**src/rtl/sm83_adr_sched.sv**
```systemverilog
// rtl/sm83_adr_sched.sv - control sequencer and CPU/burst arbiter for the SM83 address latch
//
// Ports:
//   clk, reset                  clock, synchronous active-low reset
//   cpu_req, cpu_op, cpu_gnt    CPU microcode op request, op code, registered grant
//   burst_req/base/len/lo_only  burst request and its parameters (sampled on accept)
//   burst_busy/valid/done       burst ownership, address-valid, end-of-burst pulse
//   burst_step                  consumer advance, honoured only while burst_valid
//   burst_adr, ain_sel          burst load value and latch bus-source select
//   ctl_al_hi_we .. ctl_inc_oe  registered incrementer controls
module sm83_adr_sched #(
    parameter int ADR_WIDTH  = 16,
    parameter int LEN_WIDTH  = 8,
    parameter int BURST_PRIO = 1
) (
    input  logic                 clk,
    input  logic                 reset,
    input  logic                 cpu_req,
    input  logic [2:0]           cpu_op,
    output logic                 cpu_gnt,
    input  logic                 burst_req,
    input  logic [ADR_WIDTH-1:0] burst_base,
    input  logic [LEN_WIDTH-1:0] burst_len,
    input  logic                 burst_lo_only,
    output logic                 burst_busy,
    output logic                 burst_valid,
    input  logic                 burst_step,
    output logic                 burst_done,
    output logic [ADR_WIDTH-1:0] burst_adr,
    output logic                 ain_sel,
    output logic                 ctl_al_hi_we,
    output logic                 ctl_al_lo_we,
    output logic                 ctl_inc_dec,
    output logic                 ctl_inc_cy,
    output logic                 ctl_inc_oe
);

    typedef enum logic [2:0] {
        IDLE   = 3'd0,
        CPU    = 3'd1,
        B_LOAD = 3'd2,
        B_HOLD = 3'd3,
        B_INC  = 3'd4,
        B_END  = 3'd5
    } state_t;

    // Control bundle order: {hi_we, lo_we, dec, cy, oe}
    localparam logic [4:0] CTL_LOAD   = 5'b11000;
    localparam logic [4:0] CTL_INC    = 5'b11011;
    localparam logic [4:0] CTL_INC_LO = 5'b01011;
    localparam bit         BPRIO      = (BURST_PRIO != 0);

    state_t               state;
    logic [4:0]           ctl;
    logic [LEN_WIDTH-1:0] remaining;
    logic                 lo_only_q;

    function automatic logic [4:0] op_ctl(input logic [2:0] op);
        case (op)
            3'd1:    op_ctl = 5'b11000;  // LOAD
            3'd2:    op_ctl = 5'b01000;  // LOAD_LO
            3'd3:    op_ctl = 5'b10000;  // LOAD_HI
            3'd4:    op_ctl = 5'b11011;  // INC
            3'd5:    op_ctl = 5'b11111;  // DEC
            3'd6:    op_ctl = 5'b01011;  // INC_LO
            3'd7:    op_ctl = 5'b01111;  // DEC_LO
            default: op_ctl = 5'b00000;  // HOLD
        endcase
    endfunction

    assign ctl_al_hi_we = ctl[4];
    assign ctl_al_lo_we = ctl[3];
    assign ctl_inc_dec  = ctl[2];
    assign ctl_inc_cy   = ctl[1];
    assign ctl_inc_oe   = ctl[0];

    // Every output is registered to match the state being entered, so the
    // controls are settled a half cycle before the latch captures on negedge.
    always_ff @(posedge clk) begin
        if (!reset) begin
            state       <= IDLE;
            ctl         <= '0;
            cpu_gnt     <= 1'b0;
            burst_busy  <= 1'b0;
            burst_valid <= 1'b0;
            burst_done  <= 1'b0;
            burst_adr   <= '0;
            ain_sel     <= 1'b0;
            remaining   <= '0;
            lo_only_q   <= 1'b0;
        end else begin
            ctl         <= '0;
            cpu_gnt     <= 1'b0;
            burst_valid <= 1'b0;
            burst_done  <= 1'b0;
            ain_sel     <= 1'b0;
            case (state)
                IDLE, CPU: begin
                    if (burst_req && (BPRIO || !cpu_req)) begin
                        burst_adr  <= burst_base;
                        remaining  <= burst_len;
                        lo_only_q  <= burst_lo_only;
                        burst_busy <= 1'b1;
                        if (burst_len == '0) begin
                            state      <= B_END;
                            burst_done <= 1'b1;
                        end else begin
                            state   <= B_LOAD;
                            ain_sel <= 1'b1;
                            ctl     <= CTL_LOAD;
                        end
                    end else if (cpu_req) begin
                        ctl     <= op_ctl(cpu_op);
                        cpu_gnt <= 1'b1;
                        state   <= CPU;
                    end else begin
                        state <= IDLE;
                    end
                end
                B_LOAD: begin
                    burst_valid <= 1'b1;
                    state       <= B_HOLD;
                end
                B_HOLD: begin
                    if (burst_step) begin
                        if (remaining == LEN_WIDTH'(1)) begin
                            state      <= B_END;
                            burst_done <= 1'b1;
                        end else begin
                            remaining <= remaining - LEN_WIDTH'(1);
                            state     <= B_INC;
                            ctl       <= lo_only_q ? CTL_INC_LO : CTL_INC;
                        end
                    end else begin
                        burst_valid <= 1'b1;
                    end
                end
                B_INC: begin
                    burst_valid <= 1'b1;
                    state       <= B_HOLD;
                end
                B_END: begin
                    // busy covers the done cycle and drops on the way back to IDLE
                    burst_busy <= 1'b0;
                    state      <= IDLE;
                end
                default: begin
                    burst_busy <= 1'b0;
                    state      <= IDLE;
                end
            endcase
        end
    end

endmodule

```
**config.mk**
```make
export PLATFORM = sky130hd
export DESIGN_NAME = sm83_adr_sched
export DESIGN_NICKNAME = d
export VERILOG_FILES = /design/src/rtl/sm83_adr_sched.sv
export SDC_FILE = /design/constraint.sdc
export NUM_CORES = 1
export LEC_CHECK = 0
export CAP_MARGIN = 15
export CORE_ASPECT_RATIO = 1.5
export CORE_MARGIN = 3
export CORE_UTILIZATION = 48
export CTS_CLUSTER_SIZE = 12
export DETAILED_ROUTE_END_ITERATION = 12
export PLACE_DENSITY = 0.95
export REMOVE_ABC_BUFFERS = 1
export SLEW_MARGIN = 20
export SYNTH_ARGS = -nofsm -noshare
export SYNTH_HDL_FRONTEND = slang
export SYNTH_SLANG_ARGS = --single-unit
```
**constraint.sdc**
```tcl
create_clock -name clk -period 4.22 [get_ports clk]
set_input_delay 0.844 -clock clk [delete_from_list [all_inputs] [get_ports clk]]
set_output_delay 0.844 -clock clk [all_outputs]
set_load 0.02 [all_outputs]
```
==> results of run 1 <==
==> logic make-up after synthesis <==
logic type / Yosys count / share of synthesized area (%)
adders and majority gates: 2 / 1.48
and+or+nand+nor: 83 / 26.1
AOI/OAI and AO/OA: 61 / 22.6
muxes: 1 / 0.593
buffers and inverters: 17 / 4.89
xor gates and xnor gates: 1 / 0.519
DFF: 37 / 43.9
==> layer usage <==
metal / global-route usage [%] / vias up
met1: 23.4 / 753
met5: 0 / -
met4: 12.5 / 0
met2: 37.6 / 71
li1: - / 822
met3: 5.12 / 15
==> layout make-up <==
class / instances / area (µm²)
fill: 258 / 897
multi-input combinational: 148 / 866
sequential: 37 / 741
timing repair buffer: 59 / 588
clock buffer: 6 / 82.6
tap: 40 / 50.0
inverter: 4 / 15.0
clock inverter: 2 / 13.8
==> stage by stage <==
step	instance area, µm²	hold WS (ns)	utilization [%]	power (µW)	setup slack [ns]
2_1_floorplan	1620	0.431	-	497	2.23
3_3_place_gp	2260	0.438	69.5	579	1.62
3_5_place_dp	2260	0.442	69.5	583	1.57
4_1_cts	2360	0.451	72.4	844	1.88
5_1_grt	2360	0.481	72.4	875	1.79
6_report	2360	0.455	72.4	839	1.88
==> power by group <==
group,internal (µW),switching [µW],leakage [µW]
sequential,373,19.5,0.000304
clock,132,130,0.0000512
combinational,90.7,93.7,0.000507
==> critical path: stages <==
cell and delay [ns]:
clkdlybuf4s50_1 0.60, inv_1 0.46, a211o_1 0.47, a31oi_1 0.16
==> placed cells by master (no fill, tap or decap), types with 2 or more instances in the layout <==
cell type / instances
inv_1: 4
nand2_2: 2
nand3b_1: 2
dfxtp_1: 37
nand2_1: 45
or4_1: 2
o21ai_0: 5
a31o_1: 3
a31oi_1: 3
ha_1: 2
clkbuf_8: 6
a221oi_1: 2
o22ai_1: 5
and2_1: 3
and3_1: 2
a21oi_1: 32
a22o_1: 2
nand4b_1: 3
nor2_1: 11
clkdlybuf4s50_1: 58
==> state kept, by name, indices dropped and copies added (netlist names) <==
| name | cells |
|---|---|
| ain_sel | 1 |
| burst_adr | 16 |
| burst_busy | 1 |
| burst_done | 1 |
| burst_valid | 1 |
| cpu_gnt | 1 |
| ctl | 4 |
| lo_only_q | 1 |
| remaining | 8 |
| state | 3 |
==> worst max-delay path by stage <==
stage                   start  endpoint  cells past startpoint
floorplan           burst_req    ctl[3]                      3
global placement        reset    ctl[3]                      4
detailed placement      reset    ctl[3]                      4
CTS                     reset    ctl[3]                      4
global route            reset    ctl[4]                      4
finish                  reset    ctl[3]                      4
==> results.json, run 1 <==
{
  "slew_viol_final": 0,
  "rows": 25,
  "finalHoldViolCount": 0,
  "worstPathMaxFanout": 31,
  "yosysUniqueCellTypes": 47,
  "syn_avg_cell_area_um2": 8.36,
  "drtPass1Iterations": 4,
  "synth_edf_count": 0,
  "worstMarginPinSlew_ns": 0.967,
  "setup_viol": 0,
  "cts_resized": 0,
  "drt_iter0_drc": 89,
  "ir_worst_vdd_v": 0.000327,
  "ys_warn_count": 0,
  "min_to": "lo_only_q",
  "fin_cells": 296,
  "gp_congestion": 0.919,
  "final.setup.tns_ns": 0,
  "holdCritStartpoint": "lo_only_q",
  "syn-cell-area_um2": 1690,
  "fin_crit_ns": 2.34,
  "overflow": 0,
  "vias": 1661,
  "r2r-start": "remaining[2]",
  "drive_gt1_share_pct": 7.42,
  "arrival_ns": 2.55,
  "m1WireLength_um": 1650,
  "htree_levels": 2,
  "wl_met3_um": 275,
  "wl_um": 4340,
  "route.detailed.drc": 0,
  "n_antenna_cell": 0,
  "ys_top_cells_by_area": "dfxtp_1, nand2_1, a21oi_1, nor2_1, o22ai_1",
  "cts.sinks": 37,
  "io_pins": 59,
  "yosysMostFrequentCell": "nand2_1",
  "core_um2": 3250,
  "dp_cells": 288,
  "min_period_over_period_pct": 55.3,
  "rrSetupSlack_ns": 2.40,
  "outcome": "finished, final reports clean",
  "globalRouteTotalUtil_pct": 22.0,
  "setup.worst_path.start_class": "input port",
  "async_flop_share_pct": 0,
  "ys_seq_area_share_pct": 43.9,
  "yosysTopAreaCell": "dfxtp_1",
  "critPathKind": "input port to register",
  "grt_start_max_net_pins": 32,
  "drtAntennaViolNets": 0,
  "grt_pass1_vias": 1585,
  "max_cap_violations": 0,
  "cts_inserted_buffers": 5,
  "area_growth_pct": 39.5,
  "relSlewSlack_pct": 35.5,
  "port_buffers": 58,
  "max_freq_mhz": 428,
  "antenna_found_initial": 0,
  "grt_pass1_wl_um": 6910,
  "finalNetCount": 290,
  "holdPathStages": 2,
  "cts_tree": "yes",
  "ys_ff_latch": 37,
  "crit_required_ns": 4.44,
  "postCtsSetupBuffers": 0,
  "rsz0062_at_grt": "false",
  "cts-root-buf": "clkbuf_8",
  "start_util_pct": 51.9,
  "clk_latency_ns": 0.30,
  "routed.top_layer": "met4",
  "synth_top_area_share_pct": 43.9,
  "rr_worst_depth": 4,
  "synth_commonest_cells": "nand2_1, dfxtp_1, a21oi_1",
  "die_x_um": 54.4,
  "cellPowerDensity_nw_per_um2": 356,
  "wl_per_cell_um": 14.6,
  "cts.path.max_buffers": 2,
  "dpl.hpwl_um": 3060,
  "dieArea_um2": 4280,
  "hold_buffers": 0,
  "clk_pin_slew_ns": 0.07,
  "fin_worst_skew_ns": 0.00961,
  "met2WireLength_um": 2250,
  "worstSetupEndpointType": "register",
  "netlist_instances": 202,
  "die_h_um": 78.7,
  "viasPerCell": 5.61,
  "leakage_uw": 0.000862,
  "hold_class": "register to register",
  "reg2reg_to": "remaining[2]",
  "yosys_most_used_dff": "dfxtp_1"
}
Note: power is estimated with default switching activity, not from simulation.
==> run 2, diff against run 1 <==
--- a/config.mk
+++ b/config.mk
@@ -8,10 +8,10 @@
 export CAP_MARGIN = 15
 export CORE_ASPECT_RATIO = 1.5
 export CORE_MARGIN = 3
-export CORE_UTILIZATION = 48
+export CORE_UTILIZATION = 44
 export CTS_CLUSTER_SIZE = 12
 export DETAILED_ROUTE_END_ITERATION = 12
-export PLACE_DENSITY = 0.95
+export PLACE_DENSITY = 0.89
 export REMOVE_ABC_BUFFERS = 1
 export SLEW_MARGIN = 20
 export SYNTH_ARGS = -nofsm -noshare
==> constraint.sdc (replaced) <==
create_clock -name clk -period 2.4 [get_ports clk]
set_input_delay 0.48 -clock clk [delete_from_list [all_inputs] [get_ports clk]]
set_output_delay 0.48 -clock clk [all_outputs]
set_load 0.02 [all_outputs]
==> run 2 against run 1 <==
- clock power increased by 120%
- utilization decreased by 6.7 points
- wire length increased by 4.9%
- via count increased by 3.2%
- clock-buffer cell count unchanged
- design area increased by 2.8%
- non-clock buffer count increased by 5
- sequential share of layout area decreased by 0.84 points
- clock skew increased by 0.0010 ns
- setup slack got worse by 1.3 ns
- largest cell class unchanged
==> results.json, run 2 (synthesized netlist as in run 1, its figures left out) <==
{
  "p_comb_share_pct": 20.9,
  "cts.path.max_buffers": 2,
  "cpPeakStageDelay_ns": 0.56,
  "hold_buffers": 0,
  "rsz0062_at_grt": "false",
  "min_period_over_period_pct": 75.6,
  "slowest_stage": "or4_1",
  "area_growth_pct": 43.3,
  "reg2reg_to": "remaining[2]",
  "p_sw_uw": 433,
  "finalHoldViolCount": 0,
  "fin_cells": 304,
  "top_register": "burst_adr",
  "cts-root-buf": "clkbuf_8",
  "dpl.hpwl_um": 3330,
  "drtAntennaViolNets": 0,
  "gp_congestion": 0.883,
  "intPower_uw": 1160,
  "drt_iter0_drc": 32,
  "clk_pin_slew_ns": 0.07,
  "postCtsSetupBuffers": 0,
  "grt_pass1_vias": 1601,
  "pre_cts_slack_ns": 0.258,
  "ir_worst_vdd_v": 0.000676,
  "setup_ws_ns": 0.586,
  "cts_tree": "yes",
  "worstSetupEndpointType": "register",
  "critPathKind": "input port to register",
  "htree_levels": 2,
  "setup_viol": 0,
  "rr_worst_depth": 4,
  "final_cell_mix": "clkdlybuf4s50_1, nand2_1, dfxtp_1, a21oi_1, nor2_1",
  "outcome": "finished, final reports clean",
  "cellPowerDensity_nw_per_um2": 658,
  "route.detailed.drc": 0,
  "clk_latency_ns": 0.29,
  "rows": 27,
  "die_h_um": 81.9,
  "cts_resized": 0,
  "relSlewSlack_pct": 66.6,
  "n_antenna_cell": 0,
  "holdWs_ns": 0.455,
  "final.setup.tns_ns": 0,
  "setup.worst_path.start_class": "input port",
  "worstMarginPinSlew_ns": 0.500,
  "holdPathStages": 2,
  "largest_reg_flops": 16,
  "clkPwrFrac_pct": 35.8,
  "fin_crit_ns": 1.81,
  "fin_worst_skew_ns": 0.0106,
  "wl_per_cell_um": 15.0,
  "n_fill_cell": 293,
  "cts_inserted_buffers": 5,
  "stdcell_area_um2": 2420,
  "max_cap_violations": 0,
  "max_freq_mhz": 551,
  "cts.sinks": 37,
  "crit_required_ns": 2.61,
  "grt_start_max_net_pins": 20,
  "core_um2": 3680,
  "dp_cells": 296,
  "start_util_pct": 45.9,
  "rrSetupSlack_ns": 0.66,
  "dieArea_um2": 4630,
  "top_regs": "burst_adr: 16 flops, remaining: 8 flops, ctl: 4 flops",
  "drive_gt1_share_pct": 9.20,
  "slew_viol_final": 0,
  "finalNetCount": 295,
  "worstPathMaxFanout": 3,
  "wl_um": 4550,
  "io_pins": 59,
  "place_area_um2": 2300,
  "r2r-start": "remaining[2]",
  "viasPerCell": 5.64,
  "worstPathCellList": "clkdlybuf4s50_1, or4_1, or3_1, a21oi_1",
  "grt_pass1_wl_um": 7000,
  "globalRouteTotalUtil_pct": 19.1,
  "overflow": 0,
  "p_seq_share_pct": 43.4,
  "antenna_found_initial": 0,
  "holdCritStartpoint": "burst_adr[8]",
  "port_buffers": 58,
  "drtPass1Iterations": 4,
  "hold_class": "register to register",
  "arrival_ns": 2.03,
  "leakage_uw": 0.000892,
  "min_to": "burst_adr[8]",
  "netSwitchingFraction_pct": 27.2,
  "die_x_um": 56.6,
  "layout_commonest_cell": "clkdlybuf4s50_1",
  "vias": 1714
}
==> run 2: how the worst max path moves through the flow <==
stage | from | endpoint | slack [ns]
finish | burst_len[0] | burst_done | 0.59
global route | burst_len[0] | ctl[4] | 0.41
CTS | burst_len[0] | ctl[3] | 0.57
detailed placement | burst_len[0] | ctl[3] | 0.26
global placement | burst_step | remaining[0] | 0.30
floorplan | burst_req | ctl[3] | 0.78
==> run 2: metal layers <==
layer  track usage [%]  vias to the layer above  share of wire (%)
li1                  -                      832                  -
met1              20.2                      823                 38
met2              36.2                       51                 55
met3              3.46                        8                4.8
met4              8.55                        0                1.8
met5                 0                        -                  0
==> run 2: critical path, delay by kind of cell <==
| kind | cells | cell delay [ns] |
|---|---|---|
| AND/OR/NAND/NOR | 2 | 0.94 |
| buffers and inverters | 1 | 0.45 |
| AO/OA/AOI/OAI | 1 | 0.16 |
==> run 2: final cells by class <==
| cell class | instances | area [µm²] | share of cell area, % |
|---|---|---|---|
| well taps | 43 | 53.8 | 2.22 |
| multi-input cells | 148 | 866 | 35.8 |
| inverters | 4 | 15.0 | 0.620 |
| repair buffers | 64 | 626 | 25.8 |
| flip-flops and latches | 37 | 741 | 30.6 |
| clock buffers | 6 | 82.6 | 3.41 |
| clock inverters | 2 | 37.5 | 1.55 |
==> run 2: power by group through the flow <==
stage	logic, µW	registers (µW)	clock network, µW
after floorplan	143	731	0
after global placement	325	701	0
after detailed placement	330	704	0
after CTS	332	689	575
after global routing	359	696	602
final	332	690	570
==> run 2: metrics by stage <==
| stage | util [%] | power (µW) |
|---|---|---|
| floorplan | - | 874 |
| global placement | 62.5 | 1030 |
| detailed placement | 62.5 | 1030 |
| CTS | 65.7 | 1600 |
| global route | 65.7 | 1660 |
| finish | 65.7 | 1590 |
